<file path="src/rtl/cnn1d_pkg.sv">
`default_nettype none
// ============================================================================
// Module   : cnn1d_pkg
// Purpose  : Shared constants for the 1-D CNN datapath.
// Revision : 1.0
// ============================================================================
package cnn1d_pkg;
  parameter int DATA_WIDTH = 16;
endpackage
`default_nettype wire

</file>
<file path="src/rtl/window_buffer.sv">
`default_nettype none
// ============================================================================
// Module   : window_buffer
// Purpose  : Serial-to-window stage feeding a neuron, with stride and
//            sequence-boundary handling.
// Revision : 1.0
// ============================================================================
module window_buffer
  import cnn1d_pkg::*;
#(
  parameter int KERNEL_SIZE = 3,
  parameter int STRIDE      = 1,
  parameter int SEQ_LEN     = 8
) (
  input  logic                         clk,
  input  logic                         rst,
  output logic                         win_ready_in,
  input  logic                         win_valid_in,
  input  logic signed [DATA_WIDTH-1:0] win_data_in,
  input  logic                         win_ready_out,
  output logic                         win_valid_out,
  output logic signed [DATA_WIDTH-1:0] win_data_out [0:KERNEL_SIZE-1],
  output logic                         win_last_out
);

  localparam int C_IDX_W  = $clog2(SEQ_LEN) + 1;
  localparam int C_FILL_W = $clog2(KERNEL_SIZE) + 1;
  localparam int C_STR_W  = $clog2(STRIDE) + 1;

  localparam logic [C_IDX_W-1:0]  C_IDX_LAST = C_IDX_W'(SEQ_LEN - 1);
  localparam logic [C_FILL_W-1:0] C_KERNEL   = C_FILL_W'(KERNEL_SIZE);
  localparam logic [C_STR_W-1:0]  C_STRIDE   = C_STR_W'(STRIDE);

  generate
    if (KERNEL_SIZE < 1 || STRIDE < 1 || SEQ_LEN < KERNEL_SIZE) begin : g_param_check
      $error("window_buffer: need KERNEL_SIZE>=1, STRIDE>=1, SEQ_LEN>=KERNEL_SIZE");
    end
  endgenerate

  logic signed [DATA_WIDTH-1:0] r_shift [0:KERNEL_SIZE-1];
  logic signed [DATA_WIDTH-1:0] w_shift [0:KERNEL_SIZE-1];
  logic [C_IDX_W-1:0]           r_idx;
  logic [C_FILL_W-1:0]          r_fill;
  logic [C_FILL_W-1:0]          w_fill_next;
  logic [C_STR_W-1:0]           r_stride;
  logic [C_STR_W-1:0]           w_stride_next;
  logic                         w_accept;
  logic                         w_fill_full;
  logic                         w_complete;
  logic                         w_idx_wrap;
  logic                         w_last;

  // Combinational ready keeps full throughput while the neuron keeps up.
  assign win_ready_in = rst && (!win_valid_out || win_ready_out);
  assign w_accept     = win_valid_in && win_ready_in;

  always_comb begin
    w_shift = r_shift;
    for (int i = 0; i < KERNEL_SIZE - 1; i++) begin
      w_shift[i] = r_shift[i+1];
    end
    w_shift[KERNEL_SIZE-1] = win_data_in;
  end

  assign w_fill_full   = (r_fill == C_KERNEL);
  assign w_fill_next   = r_fill + C_FILL_W'(1);
  assign w_stride_next = r_stride + C_STR_W'(1);
  assign w_complete    = w_accept &&
                         (w_fill_full ? (w_stride_next == C_STRIDE)
                                      : (w_fill_next == C_KERNEL));
  assign w_idx_wrap    = (r_idx == C_IDX_LAST);
  // Last window when another stride would run past the sequence end.
  assign w_last        = (int'(r_idx) + STRIDE) > (SEQ_LEN - 1);

  always_ff @(posedge clk or negedge rst) begin
    if (!rst) begin
      for (int i = 0; i < KERNEL_SIZE; i++) begin
        r_shift[i] <= '0;
      end
      r_idx    <= '0;
      r_fill   <= '0;
      r_stride <= '0;
    end else if (w_accept) begin
      r_shift <= w_shift;
      if (w_idx_wrap) begin
        r_idx    <= '0;
        r_fill   <= '0;
        r_stride <= '0;
      end else begin
        r_idx <= r_idx + C_IDX_W'(1);
        if (!w_fill_full) begin
          r_fill <= w_fill_next;
        end
        if (w_complete) begin
          r_stride <= '0;
        end else if (w_fill_full) begin
          r_stride <= w_stride_next;
        end
      end
    end
  end

  always_ff @(posedge clk or negedge rst) begin
    if (!rst) begin
      for (int i = 0; i < KERNEL_SIZE; i++) begin
        win_data_out[i] <= '0;
      end
      win_valid_out <= 1'b0;
      win_last_out  <= 1'b0;
    end else if (w_complete) begin
      win_data_out  <= w_shift;
      win_valid_out <= 1'b1;
      win_last_out  <= w_last;
    end else if (win_valid_out && win_ready_out) begin
      // Data is kept after a drain; only the qualifiers drop.
      win_valid_out <= 1'b0;
      win_last_out  <= 1'b0;
    end
  end

endmodule
`default_nettype wire

</file>
<file path="config.mk">
export PLATFORM = sky130hd
export DESIGN_NAME = window_buffer
export DESIGN_NICKNAME = d
export VERILOG_FILES = /design/src/rtl/cnn1d_pkg.sv /design/src/rtl/window_buffer.sv
export SDC_FILE = /design/constraint.sdc
export NUM_CORES = 1
export LEC_CHECK = 0
export ABC_AREA = 1
export CAP_MARGIN = 20
export CORE_ASPECT_RATIO = 0.8
export CORE_UTILIZATION = 46
export DETAILED_ROUTE_END_ITERATION = 10
export GPL_ROUTABILITY_DRIVEN = 1
export PLACE_DENSITY = 0.81
export SYNTH_ARGS = -nofsm -noshare
export SYNTH_HDL_FRONTEND = slang
export SYNTH_SLANG_ARGS = --single-unit
</file>
<file path="constraint.sdc">
create_clock -name clk -period 1.8 [get_ports clk]
set_input_delay 0.27 -clock clk [delete_from_list [all_inputs] [get_ports clk]]
set_output_delay 0.27 -clock clk [all_outputs]
set_load 0.01 [all_outputs]
</file>
Word-level counts from Yosys, hierarchy flattened
Cells that the tools add are included.
{ "word_totals": {"register_bits": 90, "in_bits": 20, "out_inout_bits": 51} }
{ "op_classes": {"addsub": 4, "magnitude_cmp": 1, "n_eq_ne": 4, "mux": 10, "reduce_logical": 10} }
{ "op_table": {"columns": ["cell", "count"], "rows": [
  ["two-way mux 1 bit", 7],
  ["== test 3 x 2 -> 1 bit (second input constant)", 2],
  ["two-way mux 3 bit", 2],
  ["adder 4 x 1 -> 5 bit (second input constant)", 1],
  ["greater-than comparator 5 x 3 -> 1 bit (second input constant)", 1],
  ["adder 4 x 1 -> 4 bit (second input constant)", 1],
  ["== test 4 x 3 -> 1 bit (second input constant)", 1],
  ["logical AND 1 bit", 4],
  ["two-way mux 4 bit", 1],
  ["AND reduction 2 bit", 2],
  ["adder 3 x 1 -> 3 bit (second input constant)", 1],
  ["nonzero test 3 bit", 1],
  ["inequality test 2 x 1 -> 1 bit (second input constant)", 1],
  ["nonzero test 2 bit", 1],
  ["adder 1 bit (second input constant)", 1],
  ["zero test 1 bit", 1],
  ["logical OR 1 bit", 1]
]} }

Longest topological paths before layout
Gate-level depths: netlist of run 1.
{ "logic_depth": {"ltp_word": 7, "depth_mapped": 11, "depth_no_buf": 9} }

Worst setup path before layout of run 1
Ideal clock, no wire load.
{ "synth_timing": {"kind": "register to register", "start": "register r_fill[0]", "end": "register win_data_out[15] in the netlist's numbering", "setup_ps": 117, "arrival_ps": 1569, "t_required_ps": 1683, "slack_ps": 114, "path_stages_with_launch": 12, "n_path_buf": 2, "synth_period_minus_slack_ps": 1686, "cell_sequence": "dfrtp_1 > ha_1 > ha_1 > nand2_1 > nand2_1 > nand2_1 > nor2_4 > inv_2 > buf_6 > buf_6 > nand2_1 > nand2_1"} }
{ "synth_via": {"elab_chain_len": 4, "elab_cells_between_ends": 5, "classes_between": "1 x add/sub; 2 x eq/ne; 1 x mux; 1 x reduce/logical"} }
{ "synth_rtl": {"columns": ["item", "line", "rtl"], "rows": [
  ["start, declared", "window_buffer.sv:43", "logic [C_FILL_W-1:0] r_fill;"],
  ["start signal, assigned", "window_buffer.sv:92", "r_fill <= w_fill_next;"],
  ["adder 3 x 1 -> 3 bit", "window_buffer.sv:66", "assign w_fill_next = r_fill + C_FILL_W'(1);"],
  ["== test 3 x 2 -> 1 bit", "window_buffer.sv:70", ": (w_fill_next == C_KERNEL));"],
  ["two-way mux 1 bit (*)", "window_buffer.sv:69", "(w_fill_full ? (w_stride_next == C_STRIDE)"],
  ["logical AND 1 bit (*)", "window_buffer.sv:68", "assign w_complete = w_accept &&"],
  ["end signal, assigned", "window_buffer.sv:111", "win_data_out <= w_shift;"],
  ["end, declared", "window_buffer.sv:22", "output logic signed [DATA_WIDTH-1:0] win_data_out [0:KERNEL_SIZE-1],"]
]} }
Every way passes the cells marked *; elsewhere a longest branch is shown, timed or not.
A chain may end at the register's enable or synchronous reset.

Worst setup path after layout of run 1
{ "layout_timing": {"start": "register r_fill[1]", "end": "register win_data_out[1] in the netlist's numbering"} }
The elaborated chain is that of the path after synthesis.

==> summary by stage, run 1 <==
Yosys
After synthesis, the mean cell area works out to 9.07 um2. The synthesis-stage register bit count is 90. The synthesized netlist contains 19 unique library cells. The number of nets handed over by synthesis was approximately 420. For this run, the register share of the synthesized area comes to 63.5%. During synthesis, Yosys emitted a total of 0 warnings.

The count of mapped cells out of synthesis is about 400. The netlist area before placement is 3550 um2.

CTS
The number of clock sinks is 90. The TritonCTS clock tree is done. The tree is rooted in a clkbuf_8.

Clock-pin slew was measured on the worst setup and hold paths at about 80 ps. The H-tree was split into 3 levels. At the later pin of the worst-skew pair, clock insertion delay measures approximately 350 ps. Buffers inserted during clock tree synthesis total 9. In this run the deepest clock path goes through 2 buffers.

Place
The post-detailed-placement half-perimeter wirelength is approximately 5000 um. The congestion estimate from routability-driven global placement came to 0.824. The count of buffers from port buffering is 70.

Power and ir drop
The switching part of the total is roughly 33%. Summed over all cells, the static leakage comes to 2.43 nW. The sequential fraction of design power is a little over two fifths. Dividing total power by cell area gives a power density of between 1500 and 2000 nW/um2. For this design the total switching power over the nets is roughly 0.0025 W.

The relative contribution of combinational cells to total power is between 30% and 40%. The internal portion of the total power is about 0.005 W. The clock power share is about a fifth. The peak supply drop is slightly above 0.0007 V.

Floorplanning
The horizontal extent of the die is roughly 100 um. The area of the core is between 7000 and 8000 um2. The floorplan die area is just over 8000 um2. The top-level I/O count is between 70 and 80.

The starting utilization of the core area is between 40% and 50%. After floorplanning, the core was divided into 28 placement rows. The overall die height is approximately 81 um.

Timing
The maximum clock rate is 546 MHz. The largest clock skew in the final design is between 7 and 8 ps. Summed over all failing endpoints, the final setup total negative slack is -382 ps. The transition time at the pin with the least slew margin is 459 ps. Setup violations remaining at the end of the flow were counted as 26. Subtracting the final worst setup slack from the clock period gives between 1500 and 2000 ps. The total count of max-transition violations in the final report is 0. After layout, the worst setup slack is -31.6 ps.

Setup repair after global routing could not meet its margin everywhere. In this run the tightest slew margin relative to its limit is a little under 70%. Of the available clock period, the critical path in the final layout requires 102%. The worst-case hold slack is -33.9 ps. The number of hold violations in the final report came to 19.

Worst setup path
The worst setup path is of the flop to flop kind. At the worst endpoint, the arrival time is 2070 ps. The kind of start point of the critical path is a flop. The setup check on the worst reg-to-reg path leaves a slack of -30 ps. The maximum fanout along the worst path is 13. The category of the worst setup path capture point is a flop. At the worst endpoint, the required time is slightly above 2000 ps.

Routing
The first TritonRoute pass finished after 6 iterations. Routed signal wires occupy layers up through met4. The wire length on met1 is 3950 um. The detailed router finished its first iteration with roughly 180 violations. The routed layout has around 2,800 vias. The final routed wirelength across all metal layers is slightly above 8000 um.

Dividing the detail-routed via count by the number of cells gives 4.87. The total length of routed met2 wires is 3740 um. The routed length per placed instance is 14.2 um.

The total length of routed met3 wires is about 430 um. The antenna violation net count after detailed routing is 0. For this run, design rule violations remaining after detail routing come to 0.

Global route
The initial antenna violation count came to 0. The first global-routing pass estimated between 10,000 and 15,000 um of wire. Global routing used between 20 and 25% of the available tracks across all layers.

For this run the aggregate overflow at the end of global routing stands at 0. The via count of the first global-routing pass is around 2,700. Entering global routing, the biggest net connects 87 pins.

Cells and area
Cells fill about 64% of the core in the end. Leaving out fill and tap cells, the most frequent cell in the layout is nand2_1. Relative to the synthesized area, the layout overhead comes to 34.7%.

In the final layout, the share of cells above drive strength 1 is a little over a tenth. The layout net count is slightly below 500. The top cell types in the final layout, fill and taps aside, are nand2_1, dfrtp_1, clkdlybuf4s50_1, inv_1, o21ai_0.

0 antenna diodes ended up in the layout.

Status
The final reports fail on negative hold slack, negative setup slack. The run finished, with violations left.

Worst hold path
The worst hold path belongs to the class input pin to asynchronous set/reset pin.

Flow run
The tool flagged a number of max-cap violations equal to 0.
cell type report:
type | count | area (um2)
Fill cell | 612 | 2650
Tap cell | 105 | 131
Inverter | 29 | 114
Clock inverter | 2 | 60.1
Multi-Input combinational cell | 255 | 1150
Timing Repair Buffer | 84 | 910
Sequential cell | 90 | 2250
Clock buffer | 13 | 159
sequential cells by signal (all words and copies together) (netlist names):
name	count
win_data_out	48
r_shift	32
r_idx	4
r_fill	3
r_stride	1
win_last_out	1
win_valid_out	1
power by group through the flow:
stage | clock network (W) | logic [W] | registers [W]
finish | 0.00151 | 0.00275 | 0.00331
global route | 0.00162 | 0.00305 | 0.00339
CTS | 0.00153 | 0.00253 | 0.00327
detailed placement | 0 | 0.00252 | 0.00329
global placement | 0 | 0.00240 | 0.00327
floorplan | 0 | 0.000973 | 0.00342
worst paths after layout:
path                            cells after the start                      endpoint                         start
min in group clk                                    2  win_data_out[15]$_DFFE_PN0P_  win_data_out[15]$_DFFE_PN0P_
worst min-delay path                                2  win_data_out[13]$_DFFE_PN0P_                           rst
worst max register to register                     10   win_data_out[1]$_DFFE_PN0P_         r_fill[1]$_DFFE_PN0P_
max in group asynchronous                           2  win_data_out[29]$_DFFE_PN0P_                           rst
worst min register to register                      2  win_data_out[15]$_DFFE_PN0P_  win_data_out[15]$_DFFE_PN0P_
worst max-delay path                               10   win_data_out[1]$_DFFE_PN0P_         r_fill[1]$_DFFE_PN0P_
stage by stage:
step	instance area [um2]	worst slack (ps)	power, W	std cells	hold slack, ps
floorplan	3550	114	0.00440	391	-25.6
detailed placement	4380	6.04	0.00581	558	96.7
finish	4780	-31.6	0.00756	578	-33.9
global placement	4380	26.8	0.00567	558	95.8
CTS	4610	1.60	0.00733	574	1.65
global route	4780	-121	0.00806	578	16.1
worst max-delay path, stage by stage (launching register included):
cell	delay [ps]
dfrtp_1	430
ha_2	210
ha_4	270
nand2_2	50
nand2_2	70
nand2_2	70
nor2_4	150
clkinv_4	140
clkbuf_16	210
nand2_1	60
o21ai_1	60
Yosys cell counts (all sizes together):
master	number	area, um2
nand4	2	12.5
clkbuf	4	15.0
o21a	1	7.51
nand3	4	25.0
o22ai	1	6.26
o21ai	41	205
dfrtp	90	2250
buf	13	88.8
inv	29	109
nand2	194	728
nor3	1	5.00
nor2	6	30.0
ha	5	62.6
per-layer routing:
metal | track usage, % | vias up
li1 | - | 1360
met4 | 7.25 | 0
met1 | 28.1 | 1346
met3 | 5.40 | 14
met5 | 0 | -
met2 | 31.3 | 95
what timing repair did:
action / CTS / global route
hold endpoints to repair: 4 / 0
setup endpoints to repair: 0 / 51
buffers inserted: 0 / 0
resized for setup: 0 / 30
hold buffers: 1 / 0
logic make-up (layout without fill, tap and decap cells):
| family | count (synthesis) | count (layout) | share of synthesized area, % |
|---|---|---|---|
| adder cells (fa/ha/maj) | 5 | 5 | 1.76 |
| AO/OA/AOI/OAI | 43 | 43 | 6.17 |
| flip-flops | 90 | 90 | 63.5 |
| buffers and inverters | 46 | 128 | 6.00 |
| AND/OR/NAND/NOR | 207 | 207 | 22.6 |
Power figures use the tool's default switching activity.
==> run 2, diff against run 1 <==
--- a/config.mk
+++ b/config.mk
@@ -7,11 +7,13 @@
 export LEC_CHECK = 0
 export ABC_AREA = 1
 export CAP_MARGIN = 20
+export CELL_PAD_IN_SITES_DETAIL_PLACEMENT = 0
+export CELL_PAD_IN_SITES_GLOBAL_PLACEMENT = 2
 export CORE_ASPECT_RATIO = 0.8
-export CORE_UTILIZATION = 46
+export CORE_UTILIZATION = 28
 export DETAILED_ROUTE_END_ITERATION = 10
 export GPL_ROUTABILITY_DRIVEN = 1
-export PLACE_DENSITY = 0.81
+export PLACE_DENSITY = 0.82
 export SYNTH_ARGS = -nofsm -noshare
 export SYNTH_HDL_FRONTEND = slang
 export SYNTH_SLANG_ARGS = --single-unit
==> run 2 against run 1 <==
Against the previous run: the run ends with negative hold slack left; total power grew 3.6%; via count shrank 5.5%; sequential share of layout area shrank 0.74 points; wire length shrank 2.7%; critical endpoint is now win_data_out[14]$_DFFE_PN0P_; utilization shrank 25 points; highest routed layer unchanged.
==> summary by stage, run 2 (synthesized netlist as in run 1, its figures left out) <==
Cells and area
The fraction of final layout cells with drive strength greater than 1 is 7.38% (-3.4 points). The final cell utilization of the core was 39.6% (-25 points). The post-route cell area is 4850 um2 (+1.6%). The layout net count is 494 (unchanged). The leading cell type in the layout, fill and taps excluded is nand2_1. The post-synthesis to final-layout area growth is 36.8%. win_data_out holds more flip-flops than any other register. The largest registers in the layout are win_data_out (48), r_shift (32), r_idx (4). The number of antenna cells inserted was 0 (unchanged).

The flip-flop count of the largest register after layout came to 48 (unchanged). Leaving out fill and tap cells, the most frequent cells in the layout are nand2_1, dfrtp_1, clkdlybuf4s50_1, o21ai_0, inv_1.

Worst setup path
The classification of the worst setup path is flop to flop. The delay of the slowest cell on the worst path is 400 ps (-30 ps). The maximum fanout along the worst path is 25 (+12). The endpoint required time on the critical path is 2020 ps (-20 ps).

For this design, the slowest cell found on the critical path is dfrtp_1. The gate family responsible for the most delay along the worst path is adder cells. The number of buffers and inverters on the critical path is 2 (unchanged).

The worst setup path is captured at a flop. The signal arrival time at the worst endpoint came to 1930 ps (-140 ps). Traced cell by cell, the critical path runs through ha_1 > ha_1 > nand2_1 > nand2_2 > nand2_2 > nor2_4 > inv_6 > buf_12 > nand2_1 > o21ai_0. The kind of start point of the critical path is a flop.

Timing
The number of hold violations in the final report came to 4 (-15). The maximum clock rate is 582 MHz (+6.6%). Setup repair after global routing could not meet its margin everywhere. The largest clock skew in the final design came to 5.55 ps (-2.14 ps). The total of endpoints with negative setup slack in the final report is 0 (-100%). The worst slew margin relative to its limit is 66.8% (-2.6 points).

The final worst-path cycle share is 95.4% (-6.3 points). The minimum clock period after layout is 1720 ps (-114 ps). The worst-case hold slack came to -20.7 ps (+13.3 ps). The total count of max-transition violations in the final report came to 0 (unchanged). The transition time at the pin with the least slew margin was 498 ps (+39.2 ps).

CTS
The number of clock sinks is 90 (unchanged). The number of buffers added by the clock tree synthesis step is 9 (unchanged). The H-tree depth reported by CTS is 3 (unchanged).

In this run the clock root is driven by a clkbuf_16. The clock transition time at the flip-flop clock pins of the worst setup and hold paths came to 60 ps (-20 ps). The clock tree buffer depth is 2 (unchanged). TritonCTS built the clock tree. The source-to-sink clock delay at the later pin of the worst-skew pair is 340 ps (about the same).

Routing
The final routed wirelength across all metal layers was 8000 um (-2.7%). The detailed-route vias per instance is 4.13 (-15%). The routed length per placed instance is 12.4 um (-13%). The number of design rule violations left after detail routing is 0 (unchanged). The total iterations of the first detailed-routing run came to 4 (-2). The antenna violation net count after detailed routing was 0 (unchanged). The starting DRC count in detailed routing is 196 (+11%).

The vias after detailed routing is 2,661 (-5.5%).

Floorplanning
The floorplan die area came to 13,100 um2 (+63%). The horizontal extent of the die is 128 um (+28%). The area of the core is 12,300 um2 (+65%). The top-level I/O count is 71 (unchanged).

The number of core rows came to 36 (+29%). The starting utilization of the core area is 29.0% (-19 points). The overall die height is 103 um (+27%).

Global route
The initial antenna violation count was 0 (unchanged). The largest net degree at the start of global routing is 89 (+2.3%). The via count of the first global-routing pass came to 2,537 (-5.9%). The remaining global-route overflow is 0 (unchanged). The global-route usage over all layers is 13.3% (-7.1 points). The wire length of the first global-routing pass is 13,200 um (+4.6%).

Status
The checks that failed: negative hold slack. The run finished, with violations left.

Power and ir drop
The power density normalized to cell area is 1610 nW/um2 (+2.0%). The leakage dissipation came to 2.45 nW (+0.74%). The peak supply drop is 0.000587 V (-19%).

Place
The post-detailed-placement half-perimeter wirelength is 5530 um (+11%). The area after detailed placement is 4500 um2 (+2.7%). The count of buffers from port buffering was 70 (unchanged).

The routability congestion estimate is 0.731 (-11%).

Flow run
The number of violations of the max-capacitance limit is 0 (unchanged).

Worst hold path
The path class of the tightest hold or removal check is input pin to asynchronous set/reset pin.
==> run 2: cell types whose count changed in the layout (fill, tap and decap cells not counted), moves of 3 or more <==
cell,previous run,this run
nand2_1,181,192
clkbuf_16,3,9
nand2_2,12,2
clkbuf_8,11,1
buf_4,5,8
o21ai_2,3,0
==> run 2: worst paths after layout <==
path	from	endpoint	slack (ps)	cells past startpoint
worst max-delay path	r_fill[1]$_DFFE_PN0P_	win_data_out[14]$_DFFE_PN0P_	80	10
worst min-delay path	rst	r_shift[15]$_DFFE_PN0P_	-20	2
worst max register to register	r_fill[1]$_DFFE_PN0P_	win_data_out[14]$_DFFE_PN0P_	80	10
worst min register to register	win_data_out[39]$_DFFE_PN0P_	win_data_out[39]$_DFFE_PN0P_	470	2
max in group asynchronous	rst	win_last_out$_DFFE_PN0P_	1360	2
min in group clk	rst	win_valid_out$_DFFE_PN0P_	440	5
==> run 2: what timing repair did <==
| action | in CTS | in global routing |
|---|---|---|
| buffers inserted | 0 | 1 |
| setup endpoints to repair | 2 | 48 |
| cloned | 0 | 0 |
| endpoints found under the hold margin | 2 | 0 |
| hold buffers | 1 | 0 |
| resized for setup | 1 | 9 |
| pin swaps | 0 | 1 |
==> run 2: layer usage <==
layer  global-route usage (%)  vias to the layer above  part of all wire [%]
met5                        0                        -                     0
met4                     4.62                        0                   1.4
met3                     3.79                        7                   4.9
met2                     18.3                       61                    41
met1                     19.9                     1234                    52
li1                         -                     1359                     -
==> run 2: worst reg2reg max path: stages, from the launching register on <==
cell	delay [ps]
dfrtp_1	400
ha_1	180
ha_1	280
nand2_1	60
nand2_2	70
nand2_2	60
nor2_4	150
inv_6	80
buf_12	160
nand2_1	60
o21ai_0	70
==> run 2: power breakdown <==
part	switching (W)	total (W)	internal, W	leakage [nW]
registers	0.000503	0.00327	0.00277	1.15
logic	0.00118	0.00255	0.00137	1.14
clock network	0.000752	0.00201	0.00126	0.157
total	0.00244	0.00783	0.00539	2.45
==> run 2: cell type report <==
type | instances | area, um2
fillers | 1255 | 7400
clock inverters | 4 | 73.8
flip-flops and latches | 90 | 2250
repair buffers | 84 | 866
multi-input cells | 255 | 1090
inverters | 29 | 114
well taps | 171 | 214
clock buffers | 12 | 246
==> run 2: stage by stage <==
stage | total power, W | setup TNS, ps | instances | hold slack (ps) | setup slack (ps)
6_report | 0.00783 | 0 | 645 | -20.7 | 82.4
5_1_grt | 0.00840 | -100 | 645 | 57.7 | -25.3
4_1_cts | 0.00791 | 0 | 644 | 40.4 | 3.32
3_5_place_dp | 0.00584 | 0 | 627 | 86.8 | 15.4
3_3_place_gp | 0.00579 | 0 | 627 | 85.4 | 15.9
2_1_floorplan | 0.00440 | 0 | 391 | -25.6 | 114
